**config.mk**
```make
export PLATFORM = sky130hd
export DESIGN_NAME = sys_counter_prog
export DESIGN_NICKNAME = d
export VERILOG_FILES = /design/src/rtl/sys_counter_prog.sv
export SDC_FILE = /design/constraint.sdc
export NUM_CORES = 1
export LEC_CHECK = 0
export BUFFER_PORTS_ARGS = -buffer_cell sky130_fd_sc_hd__buf_2
export CAP_MARGIN = 40
export CORE_MARGIN = 2
export CORE_UTILIZATION = 59
export CTS_CLUSTER_DIAMETER = 30
export DETAILED_ROUTE_END_ITERATION = 12
export PLACE_DENSITY = 0.89
export SLEW_MARGIN = 10
export SYNTH_ARGS = -nofsm -noshare
export SYNTH_HDL_FRONTEND = slang
export SYNTH_SLANG_ARGS = --single-unit
export TNS_END_PERCENT = 100
```
**constraint.sdc**
```tcl
create_clock -name Clk -period 5.86 [get_ports Clk]
set_input_delay 0.293 -clock Clk [delete_from_list [all_inputs] [get_ports Clk]]
set_output_delay 0.293 -clock Clk [all_outputs]
set_load 0.02 [all_outputs]
```
**src/rtl/sys_counter_prog.sv**
```systemverilog
// sys_counter_prog: programmable up/down counter with a prescaler, load, clear,
// wrap or saturate at the range ends, a registered terminal-count pulse and a
// combinational compare match. It serves as a general timebase and as a
// countdown engine.
module sys_counter_prog #(
  parameter int unsigned      WIDTH    = 32,
  parameter logic [WIDTH-1:0] MAX_VAL  = {WIDTH{1'b1}},
  parameter int unsigned      PRESCALE = 1,
  parameter int               SATURATE = 0
) (
  input  logic             Clk,
  input  logic             Rst,
  input  logic             En,
  input  logic             Clr,
  input  logic             Load,
  input  logic [WIDTH-1:0] LoadVal,
  input  logic             Dir,
  input  logic [WIDTH-1:0] CmpVal,
  output logic [WIDTH-1:0] count,
  output logic             tick,
  output logic             tc,
  output logic             match
);

  // The prescaler needs at least one bit, even when PRESCALE is 1.
  localparam int unsigned     PW         = (PRESCALE > 1) ? $clog2(PRESCALE) : 1;
  localparam logic [PW-1:0]   PRESC_LAST = PW'(PRESCALE - 1);

  logic [WIDTH-1:0] count_q, count_d;
  logic [PW-1:0]    presc_q, presc_d;
  logic             tc_q, tc_d;
  logic [WIDTH-1:0] step_val;
  logic [WIDTH-1:0] terminal;
  logic [WIDTH-1:0] load_clamped;

  // The prescaler reaching its last phase yields a step, unless clear or load wins.
  assign tick = En & (presc_q == PRESC_LAST) & ~Clr & ~Load;

  // The terminal value follows the current direction, so a Dir change is seen on the next tick.
  assign terminal = Dir ? MAX_VAL : '0;

  // Loads above the ceiling are clamped so the count never leaves 0..MAX_VAL.
  assign load_clamped = (LoadVal > MAX_VAL) ? MAX_VAL : LoadVal;

  // Next count for a step: move one toward the range end, then wrap or hold there.
  always_comb begin
    step_val = count_q;
    if (Dir) begin
      if (count_q == MAX_VAL) begin
        step_val = (SATURATE != 0) ? MAX_VAL : '0;
      end else begin
        step_val = count_q + WIDTH'(1);
      end
    end else begin
      if (count_q == '0) begin
        step_val = (SATURATE != 0) ? '0 : MAX_VAL;
      end else begin
        step_val = count_q - WIDTH'(1);
      end
    end
  end

  // Next-state selection with priority: clear, then load, then step or prescale, otherwise hold.
  always_comb begin
    count_d = count_q;
    presc_d = presc_q;
    tc_d    = 1'b0;
    if (Clr) begin
      count_d = '0;
      presc_d = '0;
    end else if (Load) begin
      count_d = load_clamped;
      presc_d = '0;
    end else if (En) begin
      if (tick) begin
        presc_d = '0;
        count_d = step_val;
        // Pulse only on arrival at the terminal value, never while resting on it.
        tc_d    = (step_val == terminal) && (count_q != terminal);
      end else begin
        presc_d = presc_q + PW'(1);
      end
    end
  end

  // State registers; asynchronous reset also drops any pending terminal-count pulse.
  always_ff @(posedge Clk or negedge Rst) begin
    if (!Rst) begin
      count_q <= '0;
      presc_q <= '0;
      tc_q    <= 1'b0;
    end else begin
      count_q <= count_d;
      presc_q <= presc_d;
      tc_q    <= tc_d;
    end
  end

  assign count = count_q;
  assign tc    = tc_q;
  assign match = (count_q == CmpVal);

endmodule

```
==> After elaboration in Yosys (flattened, before gate mapping) <==
Cells that the tools add are included.
{ "totals": {"output_inout_bits": 35, "regBits": 34, "word_cells": 39} }
{ "classes": {"bitwise_logic": 6, "n_eq_ne": 4, "magnitude_cmp": 1, "mux": 17, "reduce_logical": 5, "n_addsub": 3} }
{ "op_table": {"columns": ["op", "n"], "rows": [
  ["32-bit 2-to-1 mux", 9],
  ["32-bit equality test", 2],
  ["32-bit by 1-bit adder with 32-bit output, second input constant", 1],
  ["32-bit equality test, second input constant", 1],
  ["32-bit > comparator, second input constant", 1],
  ["32-bit logical NOT", 1],
  ["32-bit inequality test", 1],
  ["32-bit by 1-bit subtractor with 32-bit output, second input constant", 1],
  ["1-bit 2-to-1 mux", 8],
  ["3-bit nonzero test", 2],
  ["1-bit AND", 3],
  ["1-bit NOT", 3],
  ["2-bit AND reduction", 1],
  ["1-bit adder, second input constant", 1],
  ["1-bit logical AND", 1]
]} }

==> Longest topological paths before layout <==
{ "logic_depth": {"depth_word": 9, "depth_mapped": 12} }

==> Least setup slack after synthesis <==
No wires, ideal clock.
{ "synth_path": {"kind": "flip-flop to flip-flop", "from": "register count_q[0], in the netlist count[0]", "to": "register tc_q, in the netlist tc", "t_arrival_ns": 2.825, "n_path_buf": 1, "period_less_slack_ns": 2.912, "stages_incl_launch_ff": 13, "slack_ns": 2.948, "cell_sequence": "dfrtp_1 clkbuf_1 inv_1 ha_1 nor3b_1 nand2_1 or2_2 xor2_1 a22oi_1 or4_1 nor4_2 nand4_1 a211oi_2"} }
{ "synth_via": {"elab_chain_cells": 9} }
{ "synth_rtl": {"columns": ["element", "line", "source"], "rows": [
  ["from (decl)", "29", "logic [WIDTH-1:0] count_q, count_d;"],
  ["from (signal assigned)", "93", "count_q <= count_d;"],
  ["32-bit by 1-bit subtractor with 32-bit output, or another cell as far along", "58", "step_val = count_q - WIDTH'(1);"],
  ["32-bit 2-to-1 mux, on equally long branches", "55, 49", null],
  ["32-bit 2-to-1 mux", "48", "if (Dir) begin"],
  ["32-bit equality test", "79", "tc_d = (step_val == terminal) && (count_q != terminal);"],
  ["1-bit logical AND *", "79", null],
  ["1-bit 2-to-1 mux *", "75", "if (tick) begin"],
  ["1-bit 2-to-1 mux *", "74", "end else if (En) begin"],
  ["1-bit 2-to-1 mux *", "71", "end else if (Load) begin"],
  ["1-bit 2-to-1 mux *", "68", "if (Clr) begin"],
  ["net tc_d", "31", "logic tc_q, tc_d;"],
  ["to (signal assigned)", "95", "tc_q <= tc_d;"],
  ["to (decl)", "31", null]
]} }
The timed path passes the listed nets; every way through them passes the cells marked *.
A chain may end at the register's enable or synchronous reset.

==> Worst setup path in the final report <==
Same ends and word-level chain as after synthesis.

==> results.yml <==
power:
  max-vdd-ir-drop_v: 0.0001427
  p_total_mw: 0.8129
  power_density_normalized_to_cell_area_mw_per_mm2: 178.9
  static-leakage-power_nw: 1.954
cts:
  clkLatencyLatePin_ps: 290
  cts-hold-fix-buffers: 0
  clkSinkCount: 34
  max-clock-path-buffers: 2
  cts.clk_slew.worst_paths_ps: 70
  cts_root_buffer: "sky130_fd_sc_hd__clkbuf_8"
  gates_resized_cts_repair: 0
  post_cts_setup_repair_buffer_count: 0
  tritoncts: "yes"
  cts_inserted_buffers: 5
  cts_max_level: 2
route:
  drt_pre_antenna_iters: 6
  drt-wirelength-per-cell_um: 21.77
  detail-route-antenna-nets: 0
  avgViaCountPerCell: 6.892
  via_count: 4652
  detail_route.iter0.violations: 702
  drcViolationCount: 0
  final_routed_wirelength_um: 14690
run_status:
  outcome: "completed"
synth:
  synth.distinct_cells: 67
  number_of_enable_type_register_cells_in_the_synthesized_netlist: 0
  synth.most_common_cell: "sky130_fd_sc_hd__nand2_1"
  yosysWarnings: 0
  synthesis.area_per_instance_sq_um: 7.551
  syn-num-nets: 611
  syn_inst: 538
  synth_area_leaders: "sky130_fd_sc_hd__dfrtp_1, sky130_fd_sc_hd__xor2_1, sky130_fd_sc_hd__xnor2_1"
  synth.yosys.seq_area_share_pct: 20.94
  netlist_area_sq_mm: 0.004063
  synth_seq_cells: 34
  library_cell_occupying_the_most_area_in_the_post_synthesis_netlist: "sky130_fd_sc_hd__dfrtp_1"
  synth-async-reset-ratio_pct: 100.0
  synth_top_area_share_pct: 20.94
  synth_commonest_cells: "sky130_fd_sc_hd__nand2_1, sky130_fd_sc_hd__xor2_1, sky130_fd_sc_hd__dfrtp_1, sky130_fd_sc_hd__o21ai_0"
  synth_top_flop_cell: "sky130_fd_sc_hd__dfrtp_1"
critical_path:
  critical_path_required_ps: 6070
  cp_slowest_cell: "sky130_fd_sc_hd__or4_1"
  critical_path.max_stage_delay_ps: 660
  timing_worst_setup_path_type: "reg -> reg"
  critical_path.cell_chain: "ha_1, nand3_1, or4_1, nor4_2, a211oi_1, a31oi_1, nand3_1, a2111oi_0, nand4_1, a211oi_2"
  crit_fanout: 14
  critPathLaunchType: "register"
  cp_data_arrival_time_ps: 4230
  cp_common_cell: "sky130_fd_sc_hd__nand3_1"
  worstSetupEndpointType: "register"
die:
  placementRows: 30
  design.portCount: 105
  start_util_pct: 60.47
  die_width_um: 86.98
  die_height_um: 86.98
  design.core.area_sq_mm: 0.006719
  design.die.area_sq_mm: 0.007566
final_layout:
  flow.area_growth_from_synthesis_pct: 11.86
  share_of_layout_cells_above_drive_strength_1_pct: 23.53
  final_nets: 668
  antenna_cells_inserted: 0
  ff_latch_area_sq_um: 850.8
  filler_cell_count: 601
  multiInputGateArea_sq_mm: 0.002953
sta:
  maxSlewViolCount: 0
  fmaxAchievable_mhz: 248.4
  report.final.hold_viol_count: 0
  setup_viol_count_final: 0
  timing.setup.tns_ps: 0
  worst_pin_slew_ps: 921.3
  period_minus_slack_ps: 4025
  min_period_over_period_pct: 68.69
  maxSlewHeadroom_pct: 38.25
  grt_setup_unrepaired: "false"
  fin_skew_ps: 5.804
grt:
  grt_antenna_before_repair: 0
  grt_most_used_layer: "met2"
  overflow: 0
  first_global_vias: 4194
  gr_usage_total_pct: 38.61
  gr-usage-met3_pct: 10.52
  grt_first_pass_wirelength_um: 22570
  gr-usage-met2_pct: 56.21
  grt.met1_usage_pct: 55.60
  grt_start_max_net_pins: 44
hold_path:
  timing.hold.worst.class: "in -> async"
flow_run:
  max-cap-violations: 0
place:
  numPortBuffers: 104
  gp_congestion: 1.082
  hpwlAfterDp_um: 10870
[flip-flops by register name, summed over array words and instances, names as in the netlist]
signal   cells
count       32
presc_q      1
tc           1
[routing by layer]
metal / wire length, um / vias to the layer above
met5: 0 / -
met3: 2067 / 36
met4: 326 / 0
met1: 6069 / 2124
li1: - / 2094
met2: 6228 / 398
[cell families (layout without fill, tap and decap cells)]
group / after synthesis / in the layout / share of synthesized area (%)
XOR/XNOR: 71 / 71 / 15.31
multiplexers: 11 / 11 / 2.710
buffers and inverters: 63 / 120 / 6.498
AO/OA/AOI/OAI: 121 / 121 / 19.77
AND/OR/NAND/NOR: 235 / 235 / 33.85
flip-flops: 34 / 34 / 20.94
adder cells (fa/ha/maj): 3 / 3 / 0.9240
[critical path, delay by kind of cell (launching register included)]
family / cells / cell delay (ps)
flops: 1 / 650
compound gates: 4 / 1180
simple gates: 5 / 1850
fa+ha+maj: 1 / 270
[worst paths after layout]
kind,startpoint,end,slack [ps],cells after the start
setup / recovery,count[0],tc,1830,10
hold / removal,Rst,count[11],80,1
setup reg to reg,count[0],tc,1830,10
hold reg to reg,presc_q,presc_q,560,1
max in group asynchronous,Rst,count[16],5280,1
min in group Clk,En,presc_q,180,2
[cells in the final DEF (no fill, tap or decap), types with 11 or more instances in the layout]
cell | synthesis | routed
sky130_fd_sc_hd__or4_1 | 11 | 11
sky130_fd_sc_hd__mux2i_1 | 11 | 11
sky130_fd_sc_hd__nor3_1 | 20 | 19
sky130_fd_sc_hd__xor2_1 | 48 | 48
sky130_fd_sc_hd__xnor2_1 | 23 | 23
sky130_fd_sc_hd__nand3_1 | 28 | 28
sky130_fd_sc_hd__dfrtp_1 | 34 | 34
sky130_fd_sc_hd__nand2_1 | 51 | 51
sky130_fd_sc_hd__nor4_1 | 16 | 16
sky130_fd_sc_hd__o21ai_0 | 34 | 34
sky130_fd_sc_hd__a21oi_1 | 25 | 25
sky130_fd_sc_hd__buf_2 | 12 | 104
sky130_fd_sc_hd__nor2_1 | 32 | 32
sky130_fd_sc_hd__nand4_1 | 21 | 21
[per-stage QoR]
stage | cells | utilization, % | hold WS [ps] | area [sq um] | setup WS [ps]
global placement | 668 | 66.46 | 407.9 | 4466 | 2203
detailed placement | 668 | 66.46 | 419.2 | 4466 | 2084
CTS | 675 | 67.64 | 106.0 | 4544 | 2033
global route | 675 | 67.64 | 140.8 | 4544 | 1818
finish | 675 | 67.64 | 81.41 | 4544 | 1835
floorplan | 538 | - | -2.591 | 4063 | 2948
[final cells by class]
| class | instances | share of cell area, % |
|---|---|---|
| multi-input combinational | 441 | 64.98 |
| sequential | 34 | 18.72 |
| timing repair buffer | 106 | 11.78 |
| tap | 80 | 2.203 |
| clock buffer | 5 | 1.514 |
| inverter | 7 | 0.5782 |
| clock inverter | 2 | 0.2203 |
[report_power, final]
group	leakage [nW]	total (mW)	internal, mW	switching [mW]
registers	0.448	0.325	0.251	0.0738
clock network	0.0438	0.175	0.0800	0.0947
logic	1.46	0.313	0.122	0.191
total	1.95	0.813	0.453	0.360
Power figures use the tool's default switching activity.
